File: src/rtl/dec_ser_pkg.sv
// Shared types and width helpers for the multi-channel decimator serializer.
// Keeps the state encoding and frame geometry in one place for top and bench.
package dec_ser_pkg;

    typedef enum logic [1:0] {
        S_IDLE  = 2'd0,
        S_SHIFT = 2'd1,
        S_GAP   = 2'd2
    } state_t;

    function automatic int ch_bits(input int n);
        return (n > 1) ? $clog2(n) : 1;
    endfunction

    function automatic int frame_bits(input int n, input int dw, input int tag_en);
        return ((tag_en != 0) ? ch_bits(n) : 0) + dw;
    endfunction

endpackage

File: src/rtl/dec_ser_fifo.sv
// Shared word FIFO; read data is presented combinationally so a pop
// consumes the head entry in the same cycle it is requested.
module dec_ser_fifo #(
    parameter int WIDTH = 24,
    parameter int DEPTH = 4
) (
    input  logic             clk,
    input  logic             rst,
    input  logic             push,
    input  logic             pop,
    input  logic [WIDTH-1:0] wdata,
    output logic [WIDTH-1:0] rdata,
    output logic             full,
    output logic             empty
);

    localparam int AW = $clog2(DEPTH);

    logic [WIDTH-1:0] mem [DEPTH];
    logic [AW:0]      wp;
    logic [AW:0]      rp;

    assign empty = (wp == rp);
    assign full  = (wp[AW] != rp[AW]) && (wp[AW-1:0] == rp[AW-1:0]);
    assign rdata = mem[rp[AW-1:0]];

    always_ff @(posedge clk) begin
        if (push && !full) begin
            mem[wp[AW-1:0]] <= wdata;
        end
    end

    always_ff @(posedge clk or posedge rst) begin
        if (rst) begin
            wp <= '0;
            rp <= '0;
        end else begin
            if (push && !full) begin
                wp <= wp + 1'b1;
            end
            if (pop && !empty) begin
                rp <= rp + 1'b1;
            end
        end
    end

endmodule

File: src/rtl/decimator_ser_mc.sv
// Multi-channel decimator serializer: per-channel hold regs, priority loader,
// shared FIFO and a framed serial output with optional channel tag.
module decimator_ser_mc
    import dec_ser_pkg::*;
#(
    parameter int N_CH       = 2,
    parameter int DATA_W     = 22,
    parameter int FIFO_DEPTH = 4,
    parameter int MSB_FIRST  = 1,
    parameter int TAG_EN     = 1,
    parameter int GAP        = 1
) (
    input  logic                   clk,
    input  logic                   rst,
    input  logic [N_CH-1:0]        valid_i,
    input  logic [N_CH*DATA_W-1:0] data_i,
    output logic                   data_o,
    output logic                   frame_sync,
    output logic                   busy,
    output logic                   ovf_o,
    input  logic                   ovf_clr_i
);

    localparam int CH_W     = ch_bits(N_CH);
    localparam int FRAME_W  = frame_bits(N_CH, DATA_W, TAG_EN);
    localparam int ENT_W    = CH_W + DATA_W;
    localparam int BC_W     = $clog2(FRAME_W);
    localparam int GC_W     = (GAP > 1) ? $clog2(GAP) : 1;
    localparam int GAP_LAST = (GAP > 0) ? GAP - 1 : 0;

    logic [DATA_W-1:0]  hold [N_CH];
    logic [N_CH-1:0]    hold_vld;
    logic [N_CH-1:0]    drained;
    logic [CH_W-1:0]    sel;
    logic               push;
    logic               pop;
    logic               full;
    logic               empty;
    logic               ovf_set;
    logic [ENT_W-1:0]   wr_ent;
    logic [ENT_W-1:0]   rd_ent;
    logic [CH_W-1:0]    rd_tag;
    logic [DATA_W-1:0]  rd_data;
    logic [DATA_W-1:0]  data_rev;
    logic [DATA_W-1:0]  data_ord;
    logic [FRAME_W-1:0] frame_word;

    state_t             state;
    logic [FRAME_W-1:0] shreg;
    logic [BC_W-1:0]    bit_cnt;
    logic [GC_W-1:0]    gap_cnt;
    logic               last_bit;
    logic               gap_done;
    logic               start;

    // Lowest-numbered pending channel wins the single push slot.
    always_comb begin
        sel = '0;
        for (int c = N_CH - 1; c >= 0; c--) begin
            if (hold_vld[c]) begin
                sel = CH_W'(c);
            end
        end
    end

    assign push   = (|hold_vld) && !full;
    assign wr_ent = {sel, hold[sel]};

    always_comb begin
        drained = '0;
        ovf_set = 1'b0;
        for (int c = 0; c < N_CH; c++) begin
            drained[c] = push && (sel == CH_W'(c));
            if (valid_i[c] && hold_vld[c] && !drained[c]) begin
                ovf_set = 1'b1;
            end
        end
    end

    always_ff @(posedge clk or posedge rst) begin
        if (rst) begin
            hold_vld <= '0;
            for (int c = 0; c < N_CH; c++) begin
                hold[c] <= '0;
            end
        end else begin
            for (int c = 0; c < N_CH; c++) begin
                if (valid_i[c] && (!hold_vld[c] || drained[c])) begin
                    hold[c]     <= data_i[c*DATA_W +: DATA_W];
                    hold_vld[c] <= 1'b1;
                end else if (drained[c]) begin
                    hold_vld[c] <= 1'b0;
                end
            end
        end
    end

    always_ff @(posedge clk or posedge rst) begin
        if (rst) begin
            ovf_o <= 1'b0;
        end else if (ovf_set) begin
            ovf_o <= 1'b1;
        end else if (ovf_clr_i) begin
            ovf_o <= 1'b0;
        end
    end

    dec_ser_fifo #(
        .WIDTH (ENT_W),
        .DEPTH (FIFO_DEPTH)
    ) u_fifo (
        .clk   (clk),
        .rst   (rst),
        .push  (push),
        .pop   (pop),
        .wdata (wr_ent),
        .rdata (rd_ent),
        .full  (full),
        .empty (empty)
    );

    assign {rd_tag, rd_data} = rd_ent;

    always_comb begin
        data_rev = '0;
        for (int i = 0; i < DATA_W; i++) begin
            data_rev[i] = rd_data[DATA_W-1-i];
        end
    end

    assign data_ord = (MSB_FIRST != 0) ? rd_data : data_rev;

    // The shifter always emits its MSB, so LSB-first data is pre-reversed.
    if (TAG_EN != 0) begin : g_tag
        assign frame_word = {rd_tag, data_ord};
    end else begin : g_notag
        logic unused_tag;
        assign unused_tag = ^rd_tag;
        assign frame_word = data_ord;
    end

    assign last_bit = (bit_cnt == BC_W'(FRAME_W - 1));
    assign gap_done = (gap_cnt == GC_W'(GAP_LAST));
    assign start    = !empty && ((state == S_IDLE) ||
                                 (state == S_SHIFT && last_bit && GAP == 0) ||
                                 (state == S_GAP && gap_done));
    assign pop      = start;
    assign busy     = (|hold_vld) || !empty || (state != S_IDLE);

    always_ff @(posedge clk or posedge rst) begin
        if (rst) begin
            state      <= S_IDLE;
            shreg      <= '0;
            bit_cnt    <= '0;
            gap_cnt    <= '0;
            data_o     <= 1'b0;
            frame_sync <= 1'b0;
        end else if (start) begin
            state      <= S_SHIFT;
            shreg      <= frame_word << 1;
            data_o     <= frame_word[FRAME_W-1];
            frame_sync <= 1'b1;
            bit_cnt    <= '0;
        end else begin
            unique case (state)
                S_SHIFT: begin
                    if (last_bit) begin
                        data_o     <= 1'b0;
                        frame_sync <= 1'b0;
                        gap_cnt    <= '0;
                        state      <= (GAP > 0) ? S_GAP : S_IDLE;
                    end else begin
                        data_o  <= shreg[FRAME_W-1];
                        shreg   <= shreg << 1;
                        bit_cnt <= bit_cnt + 1'b1;
                    end
                end
                S_GAP: begin
                    if (gap_done) begin
                        state <= S_IDLE;
                    end else begin
                        gap_cnt <= gap_cnt + 1'b1;
                    end
                end
                default: begin
                    state      <= S_IDLE;
                    data_o     <= 1'b0;
                    frame_sync <= 1'b0;
                end
            endcase
        end
    end

endmodule

File: config.mk
export PLATFORM = sky130hd
export DESIGN_NAME = decimator_ser_mc
export DESIGN_NICKNAME = d
export VERILOG_FILES = /design/src/rtl/dec_ser_pkg.sv /design/src/rtl/dec_ser_fifo.sv /design/src/rtl/decimator_ser_mc.sv
export SDC_FILE = /design/constraint.sdc
export NUM_CORES = 1
export LEC_CHECK = 0
export CORE_MARGIN = 2
export CORE_UTILIZATION = 30
export CTS_CLUSTER_DIAMETER = 30
export DETAILED_ROUTE_END_ITERATION = 12
export PLACE_DENSITY_LB_ADDON = 0.2
export SYNTH_ARGS = -nofsm -noshare
export SYNTH_HDL_FRONTEND = slang
export SYNTH_SLANG_ARGS = --single-unit
File: constraint.sdc
create_clock -name clk -period 4.1 [get_ports clk]
set_clock_uncertainty 0.15 [all_clocks]
set_input_delay 1.23 -clock clk [delete_from_list [all_inputs] [get_ports clk]]
set_output_delay 1.23 -clock clk [all_outputs]
set_load 0.1 [all_outputs]
==> summary.md <==
| Metric | Value |
|---|---|
| Status | `completed` |
| Power Dens Cells | `817 nW/um^2` |
| Max incr delay on CP | `0.48 ns` |
| Slew Limit Fails | `0` |
| R2r endpoint | `hold[20]$_DFFE_PP0P_` |
| CP top delay family | `simple AND/OR/NAND/NOR gates` |
| Post-route DRC | `0` |
| Die Y-Extent | `161 um` |
| Lkg Pwr | `3.39 nW` |
| First-pass detailed-route iteration total | `4` |
| Netlist Area Pre-Place | `7390 um^2` |
| Post-CTS Hold Fix Bufs | `0` |
| Worst Path Arrival | `1.88 ns` |
| Synth Flop Type | `edfxtp_1` |
| Slowest-stage cell, CP | `dfrtp_1` |
| Final hold vios | `0` |
| Pre-CTS setup slack | `1.09 ns` |
| Final #Nets | `552` |
| Fmax achieved | `306 MHz` |
| Final period util | `0.796` |
| Worst slew pin tran | `0.851 ns` |
| Setup-failing EPs final | `0` |
| First-pass GRT wire length | `21.9 mm` |
| Maxcap violations | `0` |
| Post-synth EDFFs | `92` |
| Cell chain of the critical path | `xor2_2, nor3_1, nand4_1, buf_12` |
| RR Startpoint | `u_fifo.rp[0]$_DFFE_PP0P_` |
| #FFs+latches synth | `176` |
| R2r setup slk | `1.35 ns` |
| Total routed wirelength | `13.3 mm` |
| Vias per cell | `4.49` |
| Seq/Total Area, Yosys | `0.659` |
| Syn nets | `488` |
| Worst setup slack after layout | `0.837 ns` |
| Total GRT Usage | `0.110` |
| WL/cell | `16.0 um` |
| Number of global-route vias before repair | `4,016` |
| Max-slew headroom | `0.432` |
| Clock transition at the registers of the reported paths | `0.06 ns` |
| Reg2reg path depth | `6` |
| I/O pins | `53` |
| CP Capture Type | `primary output` |
| H-tree depth | `4` |
| Total grt overflow | `0` |
| N_diodes | `0` |
| Root Buffer | `clkbuf_16` |
| Worst Hold End | `hold[21]$_DFFE_PP0P_` |
| Syn avg cell area | `17.1 um^2` |
| Fraction of registers with async set/reset | `0.477` |
| Placer Congestion | `0.700` |
| Data required time at the worst endpoint | `2.72 ns` |
| Synth Instances | `432` |
| Initial antenna violation count | `0` |
| Ys Warns | `0` |
| Final antenna-violating net count | `0` |
| Share of layout cells above drive strength 1 | `0.285` |
| Max IR drop VDD | `0.321 mV` |
| Core Rows | `57` |
| Worst hold stages | `1` |
| Clock Tree Buf Depth | `2` |
| CTS tree | `yes` |
| RSZ-0062 raised after global routing | `no` |
| Clock latency on the worst-skew pair | `0.42 ns` |
| Core area | `24,200 um^2` |
| Worst Hold Class | `reg2reg` |
| CTS Buf Count | `17` |
| DIE WIDTH | `161 um` |
| Post-route minimum period | `3.26 ns` |
| Yosys cell types | `36` |
| WS Path Type | `reg2out` |
| CP bufs+invs | `1` |
| Worst setup SP type | `flip-flop` |
| DPL Wire Length | `8.48 mm` |
| Setup Fix Bufs, Post-CTS | `0` |
| FILL cells | `2,344` |
| Setup TNS | `0 ns` |
| CTS sink count | `176` |
| Post-cts sizing count | `0` |
| Largest net degree at the start of global routing | `48` |
| Crit path launch | `u_fifo.wp[0]$_DFFE_PP0P_` |
| Crit-path max FO | `5` |
| Die area | `25,900 um^2` |
| Hold Crit Start | `hold[21]$_DFFE_PP0P_` |
| Via count | `3,743` |
| Initial Utilization | `0.305` |
| # port buffers | `52` |
| Area growth syn-to-layout | `20.8%` |
| Drt first-iter violations | `236` |
## layer usage
metal	part of all wire	global-route usage	up-vias	wire length, um
li1	-	-	1751	-
met1	0.47	0.142	1918	6220
met2	0.49	0.183	64	6570
met3	0.030	0.0269	10	395
met4	0.012	0.0329	0	155
met5	0	0	-	0
## synth_stat cells, types with 2 or more instances
cell | n | area, um^2
buf_2 | 12 | 60.1
mux2i_1 | 24 | 240
and2_1 | 4 | 25.0
nor2_1 | 3 | 11.3
inv_1 | 10 | 37.5
nand3_1 | 6 | 30.0
a31oi_1 | 4 | 25.0
mux4_2 | 23 | 518
nand4b_1 | 2 | 17.5
o22ai_1 | 3 | 18.8
mux2_2 | 27 | 304
buf_6 | 6 | 67.6
xor2_1 | 4 | 35.0
ha_1 | 7 | 87.6
xnor2_1 | 5 | 43.8
a21oi_1 | 3 | 15.0
edfxtp_1 | 92 | 2760
nand2_1 | 30 | 113
o21ai_0 | 24 | 120
clkbuf_1 | 3 | 11.3
mux2_4 | 40 | 601
dfrtp_1 | 84 | 2100
nor3_1 | 3 | 15.0
## layout make-up
cell class	count	area, um^2	share of cell area
tap	324	405	0.0454
clock inverter	8	129	0.0144
sequential	176	4860	0.545
inverter	10	38.8	0.00435
clock buffer	24	482	0.0540
timing repair buffer	66	628	0.0704
multi-input combinational	225	2370	0.266
## worst reg2reg max path, cell delays in order (launching register included)
cell and delay (ns):
dfrtp_1 0.40, buf_4 0.50, xnor2_2 0.22, a31oi_1 0.20
o21ai_4 0.39, buf_4 0.40, mux2_2 0.38
## cells in the final DEF (no fill, tap or decap), types with 3 or more instances in the layout
cell type	Yosys	final
nand2_1	30	30
bufinv_16	0	3
mux2_4	40	40
mux4_2	23	23
dfrtp_1	84	84
o22ai_1	3	3
xnor2_1	5	5
mux2i_1	24	24
edfxtp_1	92	92
inv_1	10	9
clkbuf_8	0	3
nand3_1	6	6
clkinvlp_4	0	4
buf_4	0	17
xor2_1	4	4
clkdlybuf4s50_1	0	48
and2_1	4	4
a21oi_1	3	3
clkbuf_16	0	17
o21ai_0	24	24
clkbuf_1	3	4
a31oi_1	4	3
mux2_2	27	27
nor3_1	3	3
ha_1	7	7
## worst max-delay path by stage
stage / to / slack (ns) / cells past startpoint
2_1_floorplan: bit_cnt[0]$_DFFE_PP0P_ / 0.55 / 1
3_3_place_gp: hold[30]$_DFFE_PP0P_ / 1.11 / 4
3_5_place_dp: hold[30]$_DFFE_PP0P_ / 1.09 / 4
4_1_cts: busy / 0.80 / 4
5_1_grt: busy / 0.75 / 4
6_report: busy / 0.84 / 4
## cell families (layout without fill, tap and decap cells)
family	count (synthesis)	count (layout)	share of synthesized area
xor+xnor	11	11	0.0151
flops	176	176	0.659
fa+ha+maj	7	7	0.0119
mux	114	114	0.225
buf+inv	31	108	0.0239
simple gates	52	52	0.0327
compound gates	41	41	0.0327
## power breakdown
| part | internal, mW | switching (mW) | total, mW |
|---|---|---|---|
| clock network | 1.01 | 0.642 | 1.65 |
| logic | 1.13 | 1.29 | 2.43 |
| registers | 2.88 | 0.328 | 3.21 |
## registers in the layout, indices dropped and copies added (netlist names)
signal and cells:
hold_vld 2, u_fifo.wp 3, ovf_o 1, state 2
frame_sync 1, bit_cnt 5, u_fifo.mem 92, data_o 1
hold 44, shreg 22, u_fifo.rp 3
## per-stage QoR
stage               hold WS (ns)  utilization  instances  power (mW)  area [um^2]
CTS                        0.359        0.368        833        7.41         8920
floorplan                  0.316            -        432        5.04         7390
detailed placement         0.342        0.343        801        5.74         8310
global placement           0.333        0.343        801        5.64         8310
global route               0.368        0.368        833        7.75         8920
finish                     0.356        0.368        833        7.29         8920
Note: power is estimated with default switching activity, not from simulation.
